<file path="src/rtl/lsm_stimulus_sequencer.sv">
// Stimulus sequencer for the LSM reservoir: replays a loaded spike/excitation pattern
// through the settle, train and readout phases and counts reservoir output activity.
module lsm_stimulus_sequencer #(
  parameter int SPIKE_NEURONS = 15,
  parameter int EXTERNAL_EIN  = 7,
  parameter int STEP_CYCLES   = 10,
  parameter int PHASE_A_STEPS = 16,
  parameter int PHASE_B_STEPS = 64,
  parameter int PHASE_C_STEPS = 32
) (
  input  logic                    clock,
  input  logic                    reset,
  input  logic                    load_valid,
  output logic                    load_ready,
  input  logic [SPIKE_NEURONS:0]  pattern_in,
  input  logic [EXTERNAL_EIN:0]   ein_in,
  input  logic                    start,
  output logic                    busy,
  output logic                    done,
  output logic [1:0]              phase,
  output logic                    step_strobe,
  output logic [SPIKE_NEURONS:0]  spikes_in,
  output logic [EXTERNAL_EIN:0]   Ein_ext,
  output logic                    write,
  output logic                    ST_and,
  output logic                    CT_and,
  output logic                    ST1,
  output logic                    ST2,
  output logic                    CT1,
  output logic                    CT2,
  input  logic                    output_reg1,
  input  logic                    output_reg2,
  output logic [15:0]             count1,
  output logic [15:0]             count2
);

  localparam int CW        = (STEP_CYCLES > 1) ? $clog2(STEP_CYCLES) : 1;
  localparam int MAX_AB    = (PHASE_A_STEPS > PHASE_B_STEPS) ? PHASE_A_STEPS : PHASE_B_STEPS;
  localparam int MAX_STEPS = (MAX_AB > PHASE_C_STEPS) ? MAX_AB : PHASE_C_STEPS;
  localparam int SW        = $clog2(MAX_STEPS + 1);

  localparam logic [CW-1:0] LAST_CYC    = CW'(STEP_CYCLES - 1);
  localparam logic [SW-1:0] LAST_STEP_A = SW'(PHASE_A_STEPS - 1);
  localparam logic [SW-1:0] LAST_STEP_B = SW'(PHASE_B_STEPS - 1);
  localparam logic [SW-1:0] LAST_STEP_C = SW'(PHASE_C_STEPS - 1);

  // Control word order: {write, ST_and, CT_and, ST1, ST2, CT1, CT2}
  localparam logic [6:0] CTRL_A = 7'b1011011;
  localparam logic [6:0] CTRL_B = 7'b1101110;
  localparam logic [6:0] CTRL_C = 7'b0101110;

  typedef enum logic [2:0] {
    S_IDLE,
    S_A,
    S_B,
    S_C,
    S_DONE
  } state_e;

  state_e                  state_q, state_d, nextPhase;
  logic [CW-1:0]           cyc_q, cyc_d;
  logic [SW-1:0]           step_q, step_d, lastStep;
  logic [SPIKE_NEURONS:0]  shadowPattern_q, shadowPattern_d;
  logic [EXTERNAL_EIN:0]   shadowEin_q, shadowEin_d;
  logic [SPIKE_NEURONS:0]  activePattern_q, activePattern_d;
  logic [EXTERNAL_EIN:0]   activeEin_q, activeEin_d;
  logic [15:0]             count1_q, count1_d;
  logic [15:0]             count2_q, count2_d;
  logic [SPIKE_NEURONS:0]  spikes_q, spikes_d;
  logic [EXTERNAL_EIN:0]   einOut_q, einOut_d;
  logic [6:0]              ctrl_q, ctrl_d;
  logic [1:0]              phase_q, phase_d;
  logic                    busy_q, busy_d;
  logic                    done_q, done_d;
  logic                    strobe_q, strobe_d;
  logic                    loadFire;

  assign load_ready = (state_q == S_IDLE) || (state_q == S_DONE);
  assign loadFire   = load_valid && load_ready;

  always_comb begin
    lastStep  = LAST_STEP_A;
    nextPhase = S_B;
    unique case (state_q)
      S_B: begin
        lastStep  = LAST_STEP_B;
        nextPhase = S_C;
      end
      S_C: begin
        lastStep  = LAST_STEP_C;
        nextPhase = S_DONE;
      end
      default: ;
    endcase
  end

  // Sequencing and readout; a same-edge load bypasses the shadow into the active copy.
  always_comb begin
    state_d         = state_q;
    cyc_d           = cyc_q;
    step_d          = step_q;
    shadowPattern_d = shadowPattern_q;
    shadowEin_d     = shadowEin_q;
    activePattern_d = activePattern_q;
    activeEin_d     = activeEin_q;
    count1_d        = count1_q;
    count2_d        = count2_q;

    if (loadFire) begin
      shadowPattern_d = pattern_in;
      shadowEin_d     = ein_in;
    end

    unique case (state_q)
      S_IDLE, S_DONE: begin
        if (start) begin
          state_d         = S_A;
          cyc_d           = '0;
          step_d          = '0;
          activePattern_d = loadFire ? pattern_in : shadowPattern_q;
          activeEin_d     = loadFire ? ein_in : shadowEin_q;
          count1_d        = '0;
          count2_d        = '0;
        end
      end
      default: begin
        if (cyc_q == LAST_CYC) begin
          cyc_d = '0;
          if (step_q == lastStep) begin
            step_d  = '0;
            state_d = nextPhase;
          end else begin
            step_d = step_q + 1'b1;
          end
        end else begin
          cyc_d = cyc_q + 1'b1;
        end
        if (state_q == S_C) begin
          if (output_reg1 && (count1_q != 16'hFFFF)) count1_d = count1_q + 16'd1;
          if (output_reg2 && (count2_q != 16'hFFFF)) count2_d = count2_q + 16'd1;
        end
      end
    endcase
  end

  // Outputs are decoded from the next state so the registered copies line up with state_q.
  always_comb begin
    spikes_d = '0;
    einOut_d = '0;
    ctrl_d   = '0;
    phase_d  = 2'd0;
    busy_d   = 1'b0;
    done_d   = 1'b0;
    strobe_d = 1'b0;
    unique case (state_d)
      S_A: begin
        phase_d = 2'd1;
        busy_d  = 1'b1;
        ctrl_d  = CTRL_A;
      end
      S_B: begin
        phase_d = 2'd2;
        busy_d  = 1'b1;
        ctrl_d  = CTRL_B;
      end
      S_C: begin
        phase_d = 2'd3;
        busy_d  = 1'b1;
        ctrl_d  = CTRL_C;
      end
      S_DONE: done_d = 1'b1;
      default: ;
    endcase
    if (busy_d) begin
      einOut_d = activeEin_d;
      if (cyc_d == '0) begin
        strobe_d = 1'b1;
        spikes_d = activePattern_d;
      end
    end
  end

  always_ff @(posedge clock or negedge reset) begin
    if (!reset) begin
      state_q         <= S_IDLE;
      cyc_q           <= '0;
      step_q          <= '0;
      shadowPattern_q <= '0;
      shadowEin_q     <= '0;
      activePattern_q <= '0;
      activeEin_q     <= '0;
      count1_q        <= '0;
      count2_q        <= '0;
      spikes_q        <= '0;
      einOut_q        <= '0;
      ctrl_q          <= '0;
      phase_q         <= 2'd0;
      busy_q          <= 1'b0;
      done_q          <= 1'b0;
      strobe_q        <= 1'b0;
    end else begin
      state_q         <= state_d;
      cyc_q           <= cyc_d;
      step_q          <= step_d;
      shadowPattern_q <= shadowPattern_d;
      shadowEin_q     <= shadowEin_d;
      activePattern_q <= activePattern_d;
      activeEin_q     <= activeEin_d;
      count1_q        <= count1_d;
      count2_q        <= count2_d;
      spikes_q        <= spikes_d;
      einOut_q        <= einOut_d;
      ctrl_q          <= ctrl_d;
      phase_q         <= phase_d;
      busy_q          <= busy_d;
      done_q          <= done_d;
      strobe_q        <= strobe_d;
    end
  end

  assign spikes_in   = spikes_q;
  assign Ein_ext     = einOut_q;
  assign {write, ST_and, CT_and, ST1, ST2, CT1, CT2} = ctrl_q;
  assign phase       = phase_q;
  assign busy        = busy_q;
  assign done        = done_q;
  assign step_strobe = strobe_q;
  assign count1      = count1_q;
  assign count2      = count2_q;

endmodule

</file>
<file path="config.mk">
export PLATFORM = sky130hd
export DESIGN_NAME = lsm_stimulus_sequencer
export DESIGN_NICKNAME = d
export VERILOG_FILES = /design/src/rtl/lsm_stimulus_sequencer.sv
export SDC_FILE = /design/constraint.sdc
export NUM_CORES = 1
export LEC_CHECK = 0
export BUFFER_PORTS_ARGS = -buffer_cell sky130_fd_sc_hd__clkbuf_2
export CORE_UTILIZATION = 45
export DETAILED_ROUTE_END_ITERATION = 8
export GPL_ROUTABILITY_DRIVEN = 0
export PLACE_DENSITY = 0.66
export SETUP_SLACK_MARGIN = 0.2
export SLEW_MARGIN = 10
export SYNTH_ARGS = -nofsm -noshare
export SYNTH_HDL_FRONTEND = slang
export SYNTH_SLANG_ARGS = --single-unit
</file>
<file path="constraint.sdc">
create_clock -name clock -period 4.6 [get_ports clock]
set_input_delay 1.38 -clock clock [delete_from_list [all_inputs] [get_ports clock]]
set_output_delay 1.38 -clock clock [all_outputs]
set_load 0.05 [all_outputs]
</file>
## After elaboration in Yosys (flattened, before gate mapping)

Index checks and enable logic that the tools add are counted.

- Add/sub/neg operators: 4
- Equal/unequal tests: 12
- Multiplexer cells: 35
- Reductions and logical operators: 15

Operator list:

| operator | count |
|---|---|
| 16-bit 2-to-1 mux | 12 |
| 16-bit by 1-bit adder with 16-bit output (second input constant) | 2 |
| 8-bit 2-to-1 mux | 4 |
| 16-bit != test (second input constant) | 2 |
| 7-bit 2-to-1 mux | 4 |
| 7-bit one-hot mux with 3 select lines | 1 |
| 3-bit by 2-bit equality test with 1-bit output (second input constant) | 4 |
| 3-bit 2-to-1 mux | 4 |
| 4-bit 2-to-1 mux | 3 |
| 6-bit one-hot mux with 2 select lines | 1 |
| 2-bit nonzero test | 4 |
| 7-bit by 1-bit adder with 7-bit output (second input constant) | 1 |
| 7-bit equality test | 1 |
| 3-bit equality test (second input constant) | 2 |
| 2-bit one-hot mux with 3 select lines | 1 |
| 3-bit one-hot mux with 2 select lines | 1 |
| 3-bit AND reduction | 2 |
| 4-bit by 1-bit adder with 4-bit output (second input constant) | 1 |
| 4-bit equality test (second input constant) | 1 |
| 4-bit logical NOT | 1 |
| 1-bit 2-to-1 mux | 4 |
| 3-bit by 1-bit equality test with 1-bit output (second input constant) | 1 |
| 1-bit logical AND | 3 |
| 3-bit logical NOT | 1 |
| other kinds (5) | 5 |

- Output and inout port bits: 69
- Bits in registers: 130
- Word-level logic and storage cells: 82
- Bits of input ports: 30

## Logic depth before layout (Yosys ltp)

- Word-level depth: 10
- Mapped depth: 8
- Depth with buffers taken out: 6

## Worst setup path before layout

Ideal clock, no wire load.

- Path kind: input-to-reg
- Start: input load_valid
- End: register spikes_q[10], in the netlist spikes_in[10]
- Setup time: 0.136 ns
- Data required time: 4.464 ns
- Stages: 5
- Buffers on the path: 1
- Arrival time: 2.688 ns
- Setup slack: 1.776 ns
- Path through: nor3b_2 -> buf_2 -> mux2_2 -> mux2_2 -> nor3b_1

- Longest elaborated chain between the ends: 6

Ends and longest elaborated chain:

| item | line | RTL |
|---|---|---|
| start: declaration | 13 | `input logic load_valid,` |
| 1-bit logical AND | 79 | `assign loadFire = load_valid && load_ready;` |
| 16-bit 2-to-1 mux | n/a |  |
| 16-bit 2-to-1 mux | 116 | `if (start) begin` |
| 16-bit 2-to-1 mux | 114 | `unique case (state_q)` |
| via activePattern_d[10] | 65 | `logic [SPIKE_NEURONS:0] activePattern_q, activePattern_d;` |
| 16-bit 2-to-1 mux | 176 | `if (cyc_d == '0) begin` |
| 16-bit 2-to-1 mux | 174 | `if (busy_d) begin` |
| via spikes_d[10] | 69 | `logic [SPIKE_NEURONS:0] spikes_q, spikes_d;` |
| end signal: assignment | 211 | `spikes_q <= spikes_d;` |
| end: declaration | 69 |  |

The timed path passes the listed nets, and every way through them passes these cells.
A chain may end at the register's enable or synchronous reset.

## Worst setup path after layout

- Start: register state_q[1]
- End: output load_ready

- Longest elaborated chain between the ends: 2
- Elaborated cells between the ends (all ways): 3
- Classes of those cells: eq/ne (1); reduce/logical (2)

Ends and longest elaborated chain:

| item | line | RTL |
|---|---|---|
| start: declaration | 60 | `state_e state_q, state_d, nextPhase;` |
| start signal: assignment | 202 | `state_q <= state_d;` |
| 3-bit equality test or 3-bit logical NOT (tied branches) | 78 | `assign load_ready = (state_q == S_IDLE) \|\| (state_q == S_DONE);` |
| 1-bit logical OR (*) | 78 |  |
| end: declaration | 14 | `output logic load_ready,` |

Mark *: on every way between the ends. The rest lies on a longest branch, timed or not.

==> impl_metrics.csv <==
group,metric,value,unit
outcome,status,"finished clean",
job,cap_violations,0,
clock_tree,clkSinkCount,125,
setup_path,cp_max_fo,14,
sta,finClkSkew,0.006986,ns
global_routing,grt_use_total,0.1984,
synthesis,synth_top_family_by_area,"simple AND/OR/NAND/NOR gates",
synthesis,synth_edf_count,0,
routing,drt-initial-drc-count,311,
synthesis,synth.top_cell.area_share,0.5547,
setup_path,crit_chain,"or2_2, inv_2, clkbuf_2",
global_routing,grt_pass1_wl,19630,um
global_routing,grt_use_met3,0.05048,
die,design.die.area,0.01298,sq mm
routing,routed_via_density,5.406,
finish,fin_area,0.006842,sq mm
power,cellLeakagePower,3.096,nW
power,power_density,472.1,mW/mm^2
sta,fmax,296.7,MHz
power,p_int,2.258,mW
synthesis,synthArstFlopShare,1.000,
global_routing,grt_max_degree,72,
finish,multi_input_area,0.002327,sq mm
synthesis,synth_area_leaders,"dfrtp_1 55%, mux2_2 10%, nor3b_1 3.3%",
power,p_sw,0.9718,mW
routing,num_vias,4114,
placed_design,io_buffer_count,98,
clock_tree,cts_tree,"done",
setup_path,crit_type,"reg2out",
die,core-area,0.01211,sq mm
sta,period_minus_slack,3.371,ns
synthesis,synthesis.area,0.005639,sq mm
sta,setup_tns,0,ns
routing,dr.pass1.iters,5,
setup_path,crit_slowest_cell,"dfrtp_1",
synthesis,synth-seq-area-share,0.5547,
sta,slew_headroom,0.3964,
clock_tree,htree_levels,4,
setup_path,cp_slowest_stage_delay,0.57,ns
die,dieHeight,113.9,um
synthesis,yosys_register_bits,125,
synthesis,synth_cell_types,60,
global_routing,grt_overflow,0,
sta,hold_viol_final,0,
setup_path,crit_path_end_kind,"output pin",
die,rows,40,
sta,worst_slew_pin_slew,0.9054,ns
sta,drv_slew,0,
clock_tree,path_clk_slew,0.06,ns
die,ios,99,
placed_design,hpwl,8010,um
finish,fill_cells,1050,
setup_path,arrival,1.99,ns
clock_tree,clock_path_buffers,2,
sta,setup_viol,0,
synthesis,synth_top_cell_by_area,"dfrtp_1",
clock_tree,clock_latency,0.42,ns
clock_tree,numCtsBuffers,17,
routing,drc,0,
synthesis,syn-instance-count,488,
routing,routedWlPerCell,15.49,um
finish,regArea,0.003128,sq mm
power,switching_share,0.3009,
placed_design,place_area,0.006257,sq mm
synthesis,syn-num-nets,521,
sta,rsz0062_at_grt,"no",
sta,final.period_utilization,0.7328,
finish,n_antenna_cell,0,
global_routing,use_met2,0.3123,
setup_path,critPathLaunchType,"flop",
global_routing,grt.busiest_layer,"met2",
power,pwr-share-comb,0.173,
clock_tree,post_cts_buffers,0,
finish,layout-drive-gt1-share,0.3356,
synthesis,synth-main-ff-cell,"dfrtp_1",
clock_tree,cts_hold_buf,0,
synthesis,synthMuxAreaShare,0.1267,
global_routing,grt_use_met1,0.2576,
clock_tree,ctsResizeCount,0,
clock_tree,root_buffer,"clkbuf_16",
setup_path,critPathRequiredTime,3.22,ns
global_routing,grt_pass1_vias,4005,
worst_hold_path,holdCritPathClass,"reg2reg",
synthesis,synth_compound_area_frac,0.08853,
synthesis,postSynthAreaPerCell,11.56,sq um
global_routing,antenna_found_initial,0,
routing,ant_nets,0,
routing,drt-total-wl,11790,um
die,initial_core_util,0.4656,
synthesis,synthAdderAreaFrac,0.006656,
synthesis,synth_xor_area_frac,0.007766,
power,vdd_drop_max,0.2177,mV
power,power.share.sequential,0.423,
synthesis,ys_warn_count,0,
power,clock_power_share,0.404,
finish,fin_nets,613,
finish,area_growth,21.32,%
synthesis,yosys.area_share.simple,0.1811,
die,die_w,113.9,um
[state kept, by name, indices dropped and copies added, names as in the netlist, 4 cells and up]
register	cells
shadowPattern_q	16
Ein_ext	8
cyc_q	4
shadowEin_q	8
count1	16
count2	16
activePattern_q	16
step_q	7
activeEin_q	8
spikes_in	16
[layout by cell type (no fill, tap or decap), types with 14 or more instances in the layout]
cell type	synthesis	routed
nor2_1	21	21
clkbuf_2	1	97
mux2_2	51	51
clkbuf_16	0	17
nor3b_1	25	24
nand3_1	14	14
nand2_1	43	43
dfrtp_1	125	125
nand2b_1	16	16
mux2i_1	14	14
o21ai_0	15	15
[routing by layer]
metal	part of all wire	up-vias
li1	-	1962
met1	0.46	2063
met2	0.49	71
met3	0.037	18
met4	0.019	0
met5	0	-
[synthesized netlist by cell type, drive strengths merged (2+ instances only)]
cell      n
nand2b   16
o311ai    4
inv       9
o211ai    4
and4      2
or4       6
a31oi     2
buf      21
o21ai    17
xnor2     3
and2      3
xor2      2
a21oi    10
and4b     2
nand2    43
o311a     2
o21a      3
and3      6
nor3b    26
nor2     21
a21o      2
dfrtp   125
a22oi     2
o41ai     7
mux2     51
ha        3
or2       5
nor3      8
clkbuf   11
nor4      9
a211oi    8
nand3    14
nand4b    4
o31ai     3
mux2i    14
nand4     4
nor4b     2
[path summary, 6_finish.rpt]
check | endpoint | slack [ns] | from | depth (start not counted)
max | load_ready | 1.23 | state_q[1] | 3
min | activeEin_q[0] | 0.49 | activeEin_q[0] | 1
max reg2reg | count2[0] | 2.03 | state_q[1] | 6
min reg2reg | activeEin_q[0] | 0.49 | activeEin_q[0] | 1
max in group asynchronous | activePattern_q[14] | 2.71 | reset | 2
min in group asynchronous | Ein_ext[5] | 1.09 | reset | 1
[power by group through the flow]
| stage | sequential [mW] | combinational, mW | clock [mW] |
|---|---|---|---|
| floorplan | 1.51 | 0.285 | 0 |
| global placement | 1.38 | 0.553 | 0 |
| detailed placement | 1.38 | 0.567 | 0 |
| CTS | 1.37 | 0.569 | 1.33 |
| global route | 1.39 | 0.615 | 1.38 |
| finish | 1.37 | 0.559 | 1.30 |
[cell type report]
type	instances	share of cell area
sequential	125	0.4572
inverter	9	0.004938
multi-input combinational	322	0.3402
clock inverter	12	0.02012
clock buffer	20	0.06529
tap	168	0.03072
timing repair buffer	105	0.08157
[metrics by stage]
step	utilization	setup slack (ns)	hold slack [ns]	cells	power, mW
3_5_place_dp	0.5166	1.371	0.4802	729	1.950
3_3_place_gp	0.5166	1.410	0.4741	729	1.928
6_report	0.5649	1.229	0.4871	761	3.230
4_1_cts	0.5649	1.213	0.4933	761	3.267
2_1_floorplan	-	1.776	0.4661	488	1.795
5_1_grt	0.5649	1.127	0.5007	761	3.384
[worst max-delay path: cells and delay by family, from the launching register on]
family / cells / cell delay [ns]
buffers and inverters: 2 / 0.51
flip-flops: 1 / 0.57
AND/OR/NAND/NOR: 1 / 0.48
[cell families (layout without fill, tap and decap cells)]
group	count (synthesis)	in the layout
DFF	125	125
xor gates and xnor gates	5	5
buffers and inverters	41	146
muxes	65	65
adders and majority gates	3	3
AOI/OAI and AO/OA	72	72
and+or+nand+nor	177	177
No activity file was read; power rests on OpenSTA's default activity.
